==> config.mk <==
export PLATFORM = sky130hd
export DESIGN_NAME = fb_write_arbiter
export DESIGN_NICKNAME = d
export VERILOG_FILES = /design/src/rtl/fb_pkg.sv /design/src/rtl/fb_write_arbiter_addr_gen.sv /design/src/rtl/fb_write_arbiter.sv
export SDC_FILE = /design/constraint.sdc
export NUM_CORES = 1
export LEC_CHECK = 0
export CORE_AREA = 4 4 87 89
export DETAILED_ROUTE_END_ITERATION = 8
export DIE_AREA = 0 0 91 93
export PLACE_DENSITY_LB_ADDON = 0.05
export SYNTH_ARGS = -nofsm -noshare
export SYNTH_HDL_FRONTEND = slang
export SYNTH_HIERARCHICAL = 1
export SYNTH_SLANG_ARGS = --single-unit
==> constraint.sdc <==
create_clock -name clk -period 2.8 [get_ports clk]
set_input_delay 0.7 -clock clk [delete_from_list [all_inputs] [get_ports clk]]
set_output_delay 0.7 -clock clk [all_outputs]
set_load 0.005 [all_outputs]
==> src/rtl/fb_pkg.sv <==
// -----------------------------------------------------------------------------
// fb_pkg
// Shared types and helpers for the frame-buffer write path.
//   fb_state_t   : draw-pass sequencer states
//   DEF_*        : default frame geometry and colour depth
//   xy_to_addr() : linear pixel address y*width + x, built as a constant
//                  shift-add so no hardware multiplier is inferred
// -----------------------------------------------------------------------------
package fb_pkg;

    typedef enum logic [2:0] {
        ST_IDLE,
        ST_GRANT,
        ST_WAIT_ACTIVE,
        ST_STREAM,
        ST_NEXT,
        ST_SWAP
    } fb_state_t;

    localparam int DEF_DRAW_WIDTH  = 640;
    localparam int DEF_DRAW_HEIGHT = 480;
    localparam int DEF_COLOR_DEPTH = 9;

    // width is always an elaboration-time constant, so only the set bits of
    // width turn into adders of a shifted copy of y.
    function automatic logic [31:0] xy_to_addr(input logic [31:0] x,
                                               input logic [31:0] y,
                                               input int          width);
        logic [31:0] acc;
        acc = x;
        for (int i = 0; i < 32; i++) begin
            if (width[i]) begin
                acc = acc + (y << i);
            end
        end
        return acc;
    endfunction

endpackage

==> src/rtl/fb_write_arbiter_addr_gen.sv <==
// -----------------------------------------------------------------------------
// fb_addr_gen
// Registered pixel-to-memory stage. A pixel accepted in one cycle becomes a
// single-cycle frame-buffer write in the next; off-screen pixels are dropped.
//   clk, resetN  : clock, asynchronous active-low reset
//   pix_valid    : a pixel is present on pix_x/pix_y/pix_color this cycle
//   pix_x, pix_y : pixel column / row from the write bus
//   pix_color    : pixel colour
//   mem_we       : write strobe (one cycle after the accepted pixel)
//   mem_addr     : linear address y*DRAW_WIDTH + x, truncated to ADDR_WIDTH
//   mem_wdata    : colour being written
// -----------------------------------------------------------------------------
module fb_addr_gen
    import fb_pkg::*;
#(
    parameter int COLOR_DEPTH = DEF_COLOR_DEPTH,
    parameter int DRAW_WIDTH  = DEF_DRAW_WIDTH,
    parameter int DRAW_HEIGHT = DEF_DRAW_HEIGHT,
    parameter int ADDR_WIDTH  = 19
) (
    input  logic                   clk,
    input  logic                   resetN,
    input  logic                   pix_valid,
    input  logic [31:0]            pix_x,
    input  logic [31:0]            pix_y,
    input  logic [COLOR_DEPTH-1:0] pix_color,
    output logic                   mem_we,
    output logic [ADDR_WIDTH-1:0]  mem_addr,
    output logic [COLOR_DEPTH-1:0] mem_wdata
);

    logic in_bounds;
    logic do_write;

    // Unsigned compare: a "negative" coordinate wraps huge and is rejected too.
    assign in_bounds = (pix_x < 32'(DRAW_WIDTH)) && (pix_y < 32'(DRAW_HEIGHT));
    assign do_write  = pix_valid && in_bounds;

    // NOTE: registers are updated with non-blocking assignments so every
    // flop samples the pre-edge values regardless of statement order.
    always_ff @(posedge clk or negedge resetN) begin
        if (!resetN) begin
            mem_we    <= 1'b0;
            mem_addr  <= '0;
            mem_wdata <= '0;
        end else begin
            mem_we <= do_write;
            if (do_write) begin
                mem_addr  <= ADDR_WIDTH'(xy_to_addr(pix_x, pix_y, DRAW_WIDTH));
                mem_wdata <= pix_color;
            end
        end
    end

endmodule

==> src/rtl/fb_write_arbiter.sv <==
// -----------------------------------------------------------------------------
// fb_write_arbiter
// Sink end of the shared pixel-write bus. On each frame_start it grants the
// bus to draw sources 0..NUM_SOURCES-1 in turn, turns streamed pixels into
// back-buffer writes, then swaps front/back buffers and pulses frame_done.
//   clk, resetN        : clock, asynchronous active-low reset
//   frame_start        : one-cycle pulse starting a draw pass
//   write_source_sel   : ID of the source owning the bus
//   write_awaited      : grant to the selected source
//   write_active       : selected source is streaming pixels
//   write_color_data   : pixel colour      (ignored while write_active=0)
//   write_x_addr/y_addr: pixel coordinates (ignored while write_active=0)
//   mem_we/addr/wdata  : single-cycle frame-buffer write
//   mem_bank           : bank being written (always the back buffer)
//   buf_sel            : bank being displayed (front buffer)
//   busy               : draw pass in progress
//   frame_done         : one-cycle pulse after the buffer swap
//   err_timeout        : sticky, a granted source never went active
//   err_overrun        : sticky, frame_start arrived during a pass
// -----------------------------------------------------------------------------
module fb_write_arbiter
    import fb_pkg::*;
#(
    parameter int NUM_SOURCES   = 4,
    parameter int SEL_WIDTH     = 2,
    parameter int COLOR_DEPTH   = DEF_COLOR_DEPTH,
    parameter int DRAW_WIDTH    = DEF_DRAW_WIDTH,
    parameter int DRAW_HEIGHT   = DEF_DRAW_HEIGHT,
    parameter int ADDR_WIDTH    = 19,
    parameter int GRANT_TIMEOUT = 16
) (
    input  logic                   clk,
    input  logic                   resetN,
    input  logic                   frame_start,
    output logic [SEL_WIDTH-1:0]   write_source_sel,
    output logic                   write_awaited,
    input  logic                   write_active,
    input  logic [COLOR_DEPTH-1:0] write_color_data,
    input  logic [31:0]            write_x_addr,
    input  logic [31:0]            write_y_addr,
    output logic                   mem_we,
    output logic [ADDR_WIDTH-1:0]  mem_addr,
    output logic                   mem_bank,
    output logic [COLOR_DEPTH-1:0] mem_wdata,
    output logic                   buf_sel,
    output logic                   busy,
    output logic                   frame_done,
    output logic                   err_timeout,
    output logic                   err_overrun
);

    localparam int CNT_W = $clog2(GRANT_TIMEOUT + 1);
    localparam logic [SEL_WIDTH-1:0] LAST_SRC = SEL_WIDTH'(NUM_SOURCES - 1);
    localparam logic [CNT_W-1:0]     CNT_LAST = CNT_W'(GRANT_TIMEOUT - 1);

    fb_state_t            state_q, state_d;
    logic [SEL_WIDTH-1:0] index_q, index_d;
    logic [CNT_W-1:0]     cnt_q, cnt_d;
    logic                 awaited_q, awaited_d;
    logic                 busy_q, busy_d;
    logic                 done_q, done_d;
    logic                 buf_sel_q, buf_sel_d;
    logic                 bank_q, bank_d;
    logic                 err_to_q, err_to_d;
    logic                 err_ov_q, err_ov_d;
    logic                 pix_valid;

    // A source may present its first pixel on the very cycle it raises
    // write_active, which is still WAIT_ACTIVE here.
    assign pix_valid = write_active &&
                       ((state_q == ST_WAIT_ACTIVE) || (state_q == ST_STREAM));

    // NOTE: every signal assigned below gets a default first, so no path
    // leaves one unassigned and no latch is inferred.
    always_comb begin
        state_d   = state_q;
        index_d   = index_q;
        cnt_d     = cnt_q;
        awaited_d = awaited_q;
        busy_d    = busy_q;
        done_d    = 1'b0;
        buf_sel_d = buf_sel_q;
        bank_d    = bank_q;
        err_to_d  = err_to_q;
        err_ov_d  = err_ov_q | (frame_start && (state_q != ST_IDLE));

        case (state_q)
            ST_IDLE: begin
                if (frame_start) begin
                    state_d = ST_GRANT;
                    index_d = '0;
                    busy_d  = 1'b1;
                end
            end
            ST_GRANT: begin
                awaited_d = 1'b1;
                cnt_d     = '0;
                state_d   = ST_WAIT_ACTIVE;
            end
            ST_WAIT_ACTIVE: begin
                // Grant must drop on the accept edge, before the source
                // finishes and looks at write_awaited again.
                if (write_active) begin
                    awaited_d = 1'b0;
                    state_d   = ST_STREAM;
                end else if (cnt_q == CNT_LAST) begin
                    awaited_d = 1'b0;
                    err_to_d  = 1'b1;
                    state_d   = ST_NEXT;
                end else begin
                    cnt_d = cnt_q + CNT_W'(1);
                end
            end
            ST_STREAM: begin
                if (!write_active) begin
                    state_d = ST_NEXT;
                end
            end
            ST_NEXT: begin
                if (index_q == LAST_SRC) begin
                    // Wrap the selection here so it is already 0 for the
                    // next frame; outputs seen during SWAP are set on this edge.
                    index_d   = '0;
                    buf_sel_d = ~buf_sel_q;
                    bank_d    = buf_sel_q;
                    done_d    = 1'b1;
                    busy_d    = 1'b0;
                    state_d   = ST_SWAP;
                end else begin
                    index_d = index_q + SEL_WIDTH'(1);
                    state_d = ST_GRANT;
                end
            end
            ST_SWAP: begin
                state_d = ST_IDLE;
            end
            default: begin
                state_d = ST_IDLE;
            end
        endcase
    end

    always_ff @(posedge clk or negedge resetN) begin
        if (!resetN) begin
            state_q   <= ST_IDLE;
            index_q   <= '0;
            cnt_q     <= '0;
            awaited_q <= 1'b0;
            busy_q    <= 1'b0;
            done_q    <= 1'b0;
            buf_sel_q <= 1'b0;
            bank_q    <= 1'b1;
            err_to_q  <= 1'b0;
            err_ov_q  <= 1'b0;
        end else begin
            state_q   <= state_d;
            index_q   <= index_d;
            cnt_q     <= cnt_d;
            awaited_q <= awaited_d;
            busy_q    <= busy_d;
            done_q    <= done_d;
            buf_sel_q <= buf_sel_d;
            bank_q    <= bank_d;
            err_to_q  <= err_to_d;
            err_ov_q  <= err_ov_d;
        end
    end

    assign write_source_sel = index_q;
    assign write_awaited    = awaited_q;
    assign busy             = busy_q;
    assign frame_done       = done_q;
    assign buf_sel          = buf_sel_q;
    assign mem_bank         = bank_q;
    assign err_timeout      = err_to_q;
    assign err_overrun      = err_ov_q;

    fb_addr_gen #(
        .COLOR_DEPTH (COLOR_DEPTH),
        .DRAW_WIDTH  (DRAW_WIDTH),
        .DRAW_HEIGHT (DRAW_HEIGHT),
        .ADDR_WIDTH  (ADDR_WIDTH)
    ) u_addr_gen (
        .clk       (clk),
        .resetN    (resetN),
        .pix_valid (pix_valid),
        .pix_x     (write_x_addr),
        .pix_y     (write_y_addr),
        .pix_color (write_color_data),
        .mem_we    (mem_we),
        .mem_addr  (mem_addr),
        .mem_wdata (mem_wdata)
    );

endmodule

Word level (Yosys, flattened, before mapping). Index checks and enable logic that the tools add are counted.

Add/sub/neg operators: 4. $lt $le $gt $ge: 2. Equal/unequal tests: 12. Mux-type cells: 21. Bitwise gates (word level): 3. Reduce and logical (&&, ||, !) cells: 16.

Operators by type and width (number): $add A19 B19 Y19 (2); $lt A32 B10 Y1 const B (1); $lt A32 B9 Y1 const B (1); $mux W19 (1); $mux W3 (5); $pmux W3 S5 (1); $reduce_and A3 Y1 (4); $mux W5 (2); $ne A2 B2 Y1 const B (5); $pmux W5 S2 (1); $eq A3 B2 Y1 const B (2); $mux W1 (6); $reduce_and A2 Y1 (3); $add A5 B1 Y5 const B (1); $eq A5 B4 Y1 const B (1); $logic_and A1 B1 Y1 (4); $mux W2 (2); $pmux W1 S2 (2); $pmux W2 S2 (1); $reduce_bool A2 Y1 (2); $eq A3 B1 Y1 const B (1); $eq A3 B3 Y1 const B (1); $logic_not A3 Y1 (1); $ne A3 B2 Y1 const B (1); other kinds (6) (7).

Register bits: 46. Output and inout port bits: 38.

Depth between registers and ports, before layout.
Word-level depth: 6. Depth in mapped cells: 15. Gate-level depth less buffers: 15.

Hierarchy. Netlist, hierarchy kept.

By module, submodules not included: fb_addr_gen (instances 1, cells an instance 193, area each 2059.5 um2, seq. area each 725.7 um2); fb_write_arbiter (instances 1, cells an instance 76, area each 834.6 um2, seq. area each 426.7 um2).

Least setup slack after synthesis. No wires, ideal clock.

Path type: in2reg. From: input write_x_addr[7]. To: register u_addr_gen.mem_addr[18]. Library setup time: 92 ps. Arrival: 3895 ps. Data required time: 2708 ps. Path slack: -1187 ps. Stages on the path: 14. Path buffers: 0. Cells stage by stage: ha_1 fa_1 a21o_1 a21oi_1 o21ai_0 or4_1 nand2_1 xnor2_1 ha_1 a21oi_1 a21boi_0 a2111oi_0 nor4_1 o31ai_2.

Cells in the longest elaborated chain, start to end: 3. Elaborated cells on any way between the ends: 6.

Ends and longest elaborated chain: start, declared (line fb_write_arbiter.sv:39) `input logic [31:0] write_x_addr,`; $add A19 B19 Y19 or $lt A32 B10 Y1 (tied branches) (line fb_pkg.sv:33, fb_write_arbiter_addr_gen.sv:36); $mux W19 or $logic_and A1 B1 Y1 (tied branches) (line fb_write_arbiter_addr_gen.sv:48, fb_write_arbiter_addr_gen.sv:36); $add A19 B19 Y19 or $logic_and A1 B1 Y1 (tied branches) (line fb_pkg.sv:33, fb_write_arbiter_addr_gen.sv:37); end signal, assigned (line fb_write_arbiter_addr_gen.sv:49) `mem_addr <= ADDR_WIDTH'(xy_to_addr(pix_x, pix_y, DRAW_WIDTH));`; end, declared (line fb_write_arbiter_addr_gen.sv:28) `output logic [ADDR_WIDTH-1:0] mem_addr,`.

Several ways; a longest one is shown, not always the timed one. The select of a mux whose other input is x is not followed. A chain may end at the register's enable or synchronous reset.

Worst setup path after layout.
From: input write_y_addr[0]. To: register u_addr_gen.mem_addr[18].

Cells in the longest elaborated chain, start to end: 3. Elaborated cells on any way between the ends: 6.

Ends and longest elaborated chain: start, declared (line fb_write_arbiter.sv:40) `input logic [31:0] write_y_addr,`; $add A19 B19 Y19 or $lt A32 B9 Y1 (tied branches) (line fb_pkg.sv:33, fb_write_arbiter_addr_gen.sv:36); $mux W19 or $logic_and A1 B1 Y1 (tied branches) (line fb_write_arbiter_addr_gen.sv:48, fb_write_arbiter_addr_gen.sv:36); $add A19 B19 Y19 or $logic_and A1 B1 Y1 (tied branches) (line fb_pkg.sv:33, fb_write_arbiter_addr_gen.sv:37).

Several ways; a longest one is shown, not always the timed one. The select of a mux whose other input is x is not followed.

==> metrics.md <==
| Metric | Value |
|---|---|
| Status | `complete, but fails checks` |
| Row cnt | `30` |
| Ant diodes | `0` |
| Largest family of logic cells by synthesized area | `simple AND/OR/NAND/NOR gates` |
| Post-Synth Adder-Cell Area | `0.113` |
| Grt ovf | `0` |
| Logic gate share of total power | `0.469` |
| DR WL/cell | `between 15 and 20 microns` |
| Ys Warns | `6` |
| Synth Instances | `269` |
| # hold bufs at CTS | `0` |
| Net Switching | `approximately 0.77 mW` |
| Crit Path Class | `primary input to flip-flop` |
| Leakage | `2.24 nW` |
| CP endpoint kind | `flip-flop` |
| Pwr Density | `465 nW/um^2` |
| Vias/cell | `5.28` |
| Final worst slack | `-0.858 ns` |
| Maximum VDD drop | `333 uV` |
| Area growth syn-to-layout | `69.0%` |
| IO Port Bufs | `114` |
| Synth area leader | `dfrtp_1` |
| Post-synth EDFFs | `0` |
| Core Region | `6760 sq um` |
| Worst-margin pin slew | `slightly below 0.5 ns` |
| Startpoint Class | `primary input` |
| RePlAce Congestion | `0.842` |
| Drt first pass iters | `4` |
| Switching Fraction | `0.340` |
| CP required | `2.98 ns` |
| Hold crit path type | `primary input to asynchronous set/reset pin` |
| Max cap viols | `0` |
| Clk_lat worst skew | `0.30 ns` |
| All-Layer GR Usage | `0.198` |
| DR vias | `between 2000 and 3000` |
| Synth Net Count | `371` |
| Internal power | `1.50 mW` |
| Wire length on met1 | `3490 microns` |
| Final layout net count | `553` |
| Synth top area share | `0.389` |
| Rel. slew slack | `0.674` |
| Mapped cell area | `a little under 3000 sq um` |
| Share of layout cells above drive strength 1 | `0.314` |
| Average size of a mapped cell | `10.8 sq um` |
| Multiplexer share of the synthesized area | `0.109` |
| Drt initial violations | `82` |
| Synth area leaders | `dfrtp_1 (39%), mux2_2 (11%), ha_1 (9.9%), xor2_1 (2.7%), xnor2_1 (2.4%)` |
| Cell with the most instances after synthesis | `dfrtp_1` |
| CTS Sinks | `46` |
| Compound-cell area share of the yosys netlist | `0.146` |
| Setup Skew | `0.0144 ns` |
| Clock Power Share | `0.183` |
| Netlist cell types | `51` |
| Unrepaired setup endpoints after global routing | `true` |
| Die area | `8460 sq um` |
| Met2 routed WL | `4050 microns` |
| Setup_tns | `-3.42 ns` |
| FMAX | `273 MHz` |
| First-pass GRT wire length | `13900 microns` |
| Num CTS Buffers | `5` |
| DRC viols | `0` |
| Clock Tree Root | `clkbuf_8` |
| Hold Fails Final Rpt | `0` |
| CTS tree | `built` |
| DPL Wire Length | `around 6400 microns` |
| H-tree levels | `2` |
| Failing checks | `setup timing` |
| Ys flop type | `dfrtp_1` |
| Total wire length | `8170 microns` |
| Period utilization | `1.31` |
| Antenna violations before repair | `0` |
| Number of global-route vias before repair | `3007` |
| WHS | `~0.3 ns` |
| Largest net degree at the start of global routing | `29` |
| Ys async rst share | `1.00` |
| ANT nets after route | `0` |
| Initial core utilization | `0.428` |
| Slew Limit Fails | `0` |
| Min Tclk post-route | `~3.7 ns` |
| Seq pwr share | `0.348` |
| Seq/Total Area, Yosys | `0.398` |
| Post-Synth Simple-Gate Area | `0.150` |
| Tot Pwr | `2.28 mW` |
| Die Ht | `~93 microns` |
| Final setup fails | `8` |
| Num ports | `115` |
| Clock transition at the registers of the reported paths | `~0.10 ns` |
| Met3 wire length | `roughly 580 microns` |
| Commonest cells in the netlist | `dfrtp_1 (45), mux2_2 (28), ha_1 (23), nand2_1 (14), a21oi_1 (13)` |
| Crit Path Max Fanout | `3` |
| Synthesis-stage register bit count | `46` |
| Die width | `91 microns` |
| Highest metal used | `met4` |
| Clk buf depth | `2` |
| Xor-xnor portion of the synthesized cell area | `0.0514` |
| WP data arrival | `3.84 ns` |
## final cells by class
type                            count  area (sq um)
Clock buffer                        5          68.8
Clock inverter                      3          23.8
Fill cell                         506          1870
Inverter                           11          46.3
Multi-Input combinational cell    206          1830
Sequential cell                    46          1150
Tap cell                           80           100
Timing Repair Buffer              181          1670
## through the flow
stage | setup WS, ns | cells | area [sq um] | util
after global routing | -0.994 | 532 | 4890 | 0.724
after floorplan | -0.977 | 269 | 2930 | -
after global placement | -1.54 | 518 | 4590 | 0.680
final | -0.858 | 532 | 4890 | 0.724
after detailed placement | -1.69 | 518 | 4590 | 0.680
after CTS | -0.836 | 532 | 4790 | 0.709
## power by group through the flow
stage	sequential (mW)	clock (mW)	combinational (mW)
3_5_place_dp	0.804	0	0.944
6_report	0.792	0.417	1.07
2_1_floorplan	0.782	0	0.525
5_1_grt	0.804	0.465	1.19
3_3_place_gp	0.803	0	0.929
4_1_cts	0.791	0.430	1.00
## logic make-up (layout without fill, tap and decap cells)
family | Yosys count | count (layout)
and+or+nand+nor | 76 | 76
AOI/OAI and AO/OA | 60 | 60
DFF | 46 | 46
muxes | 28 | 28
adders and majority gates | 25 | 25
xor gates and xnor gates | 17 | 17
buffers and inverters | 17 | 200
## flip-flops by register name, summed over array words and instances (netlist names)
| register | flops |
|---|---|
| write_awaited | 1 |
| mem_bank | 1 |
| write_source_sel | 2 |
| u_addr_gen/mem_addr | 19 |
| err_overrun | 1 |
| frame_done | 1 |
| cnt_q | 5 |
| buf_sel | 1 |
| u_addr_gen/mem_wdata | 9 |
| u_addr_gen/mem_we | 1 |
| state_q | 3 |
| busy | 1 |
| err_timeout | 1 |
## final timing paths
| path | start | end | slack (ns) | cells past startpoint |
|---|---|---|---|---|
| hold / removal | resetN | u_addr_gen/mem_wdata[7] | 0.31 | 1 |
| setup reg to reg | state_q[2] | u_addr_gen/mem_addr[7] | 0.56 | 7 |
| setup / recovery | write_y_addr[0] | u_addr_gen/mem_addr[18] | -0.86 | 15 |
| min in group clk | err_overrun | err_overrun | 0.48 | 1 |
| max in group asynchronous | resetN | u_addr_gen/mem_addr[7] | 1.94 | 2 |
| hold reg to reg | err_overrun | err_overrun | 0.48 | 1 |
## worst max-delay path, stage by stage
cell       delay [ns]
buf_8            0.10
ha_4             0.15
fa_2             0.33
a21o_1           0.18
a21oi_2          0.17
o21ai_2          0.08
or4_4            0.52
nand2_2          0.09
xnor2_2          0.07
ha_1             0.33
a21oi_2          0.20
a21boi_1         0.16
a2111oi_2        0.47
o31a_1           0.21
o31ai_2          0.07
## metal layers
| metal | vias to the layer above | GRT usage |
|---|---|---|
| li1 | 1380 | - |
| met1 | 1350 | 0.254 |
| met2 | 74 | 0.330 |
| met3 | 7 | 0.0660 |
| met4 | 0 | 0.0352 |
| met5 | - | 0 |
## repair_timing
item	4_1_cts	5_1_grt
pin swaps	29	14
resized for setup	40	24
setup endpoints to repair	8	8
setup buffers	12	2
## layout by cell type (no fill, tap or decap), types with 8 or more instances in the layout
master | synthesis | routed
nor2_1 | 12 | 12
ha_1 | 23 | 20
inv_1 | 10 | 10
xor2_1 | 9 | 9
mux2_2 | 28 | 22
dfrtp_1 | 45 | 45
clkdlybuf4s50_1 | 0 | 103
buf_4 | 0 | 60
nand2_1 | 14 | 12
nand4_1 | 8 | 8
nor4_1 | 11 | 10
No activity file was read; power rests on OpenSTA's default activity.
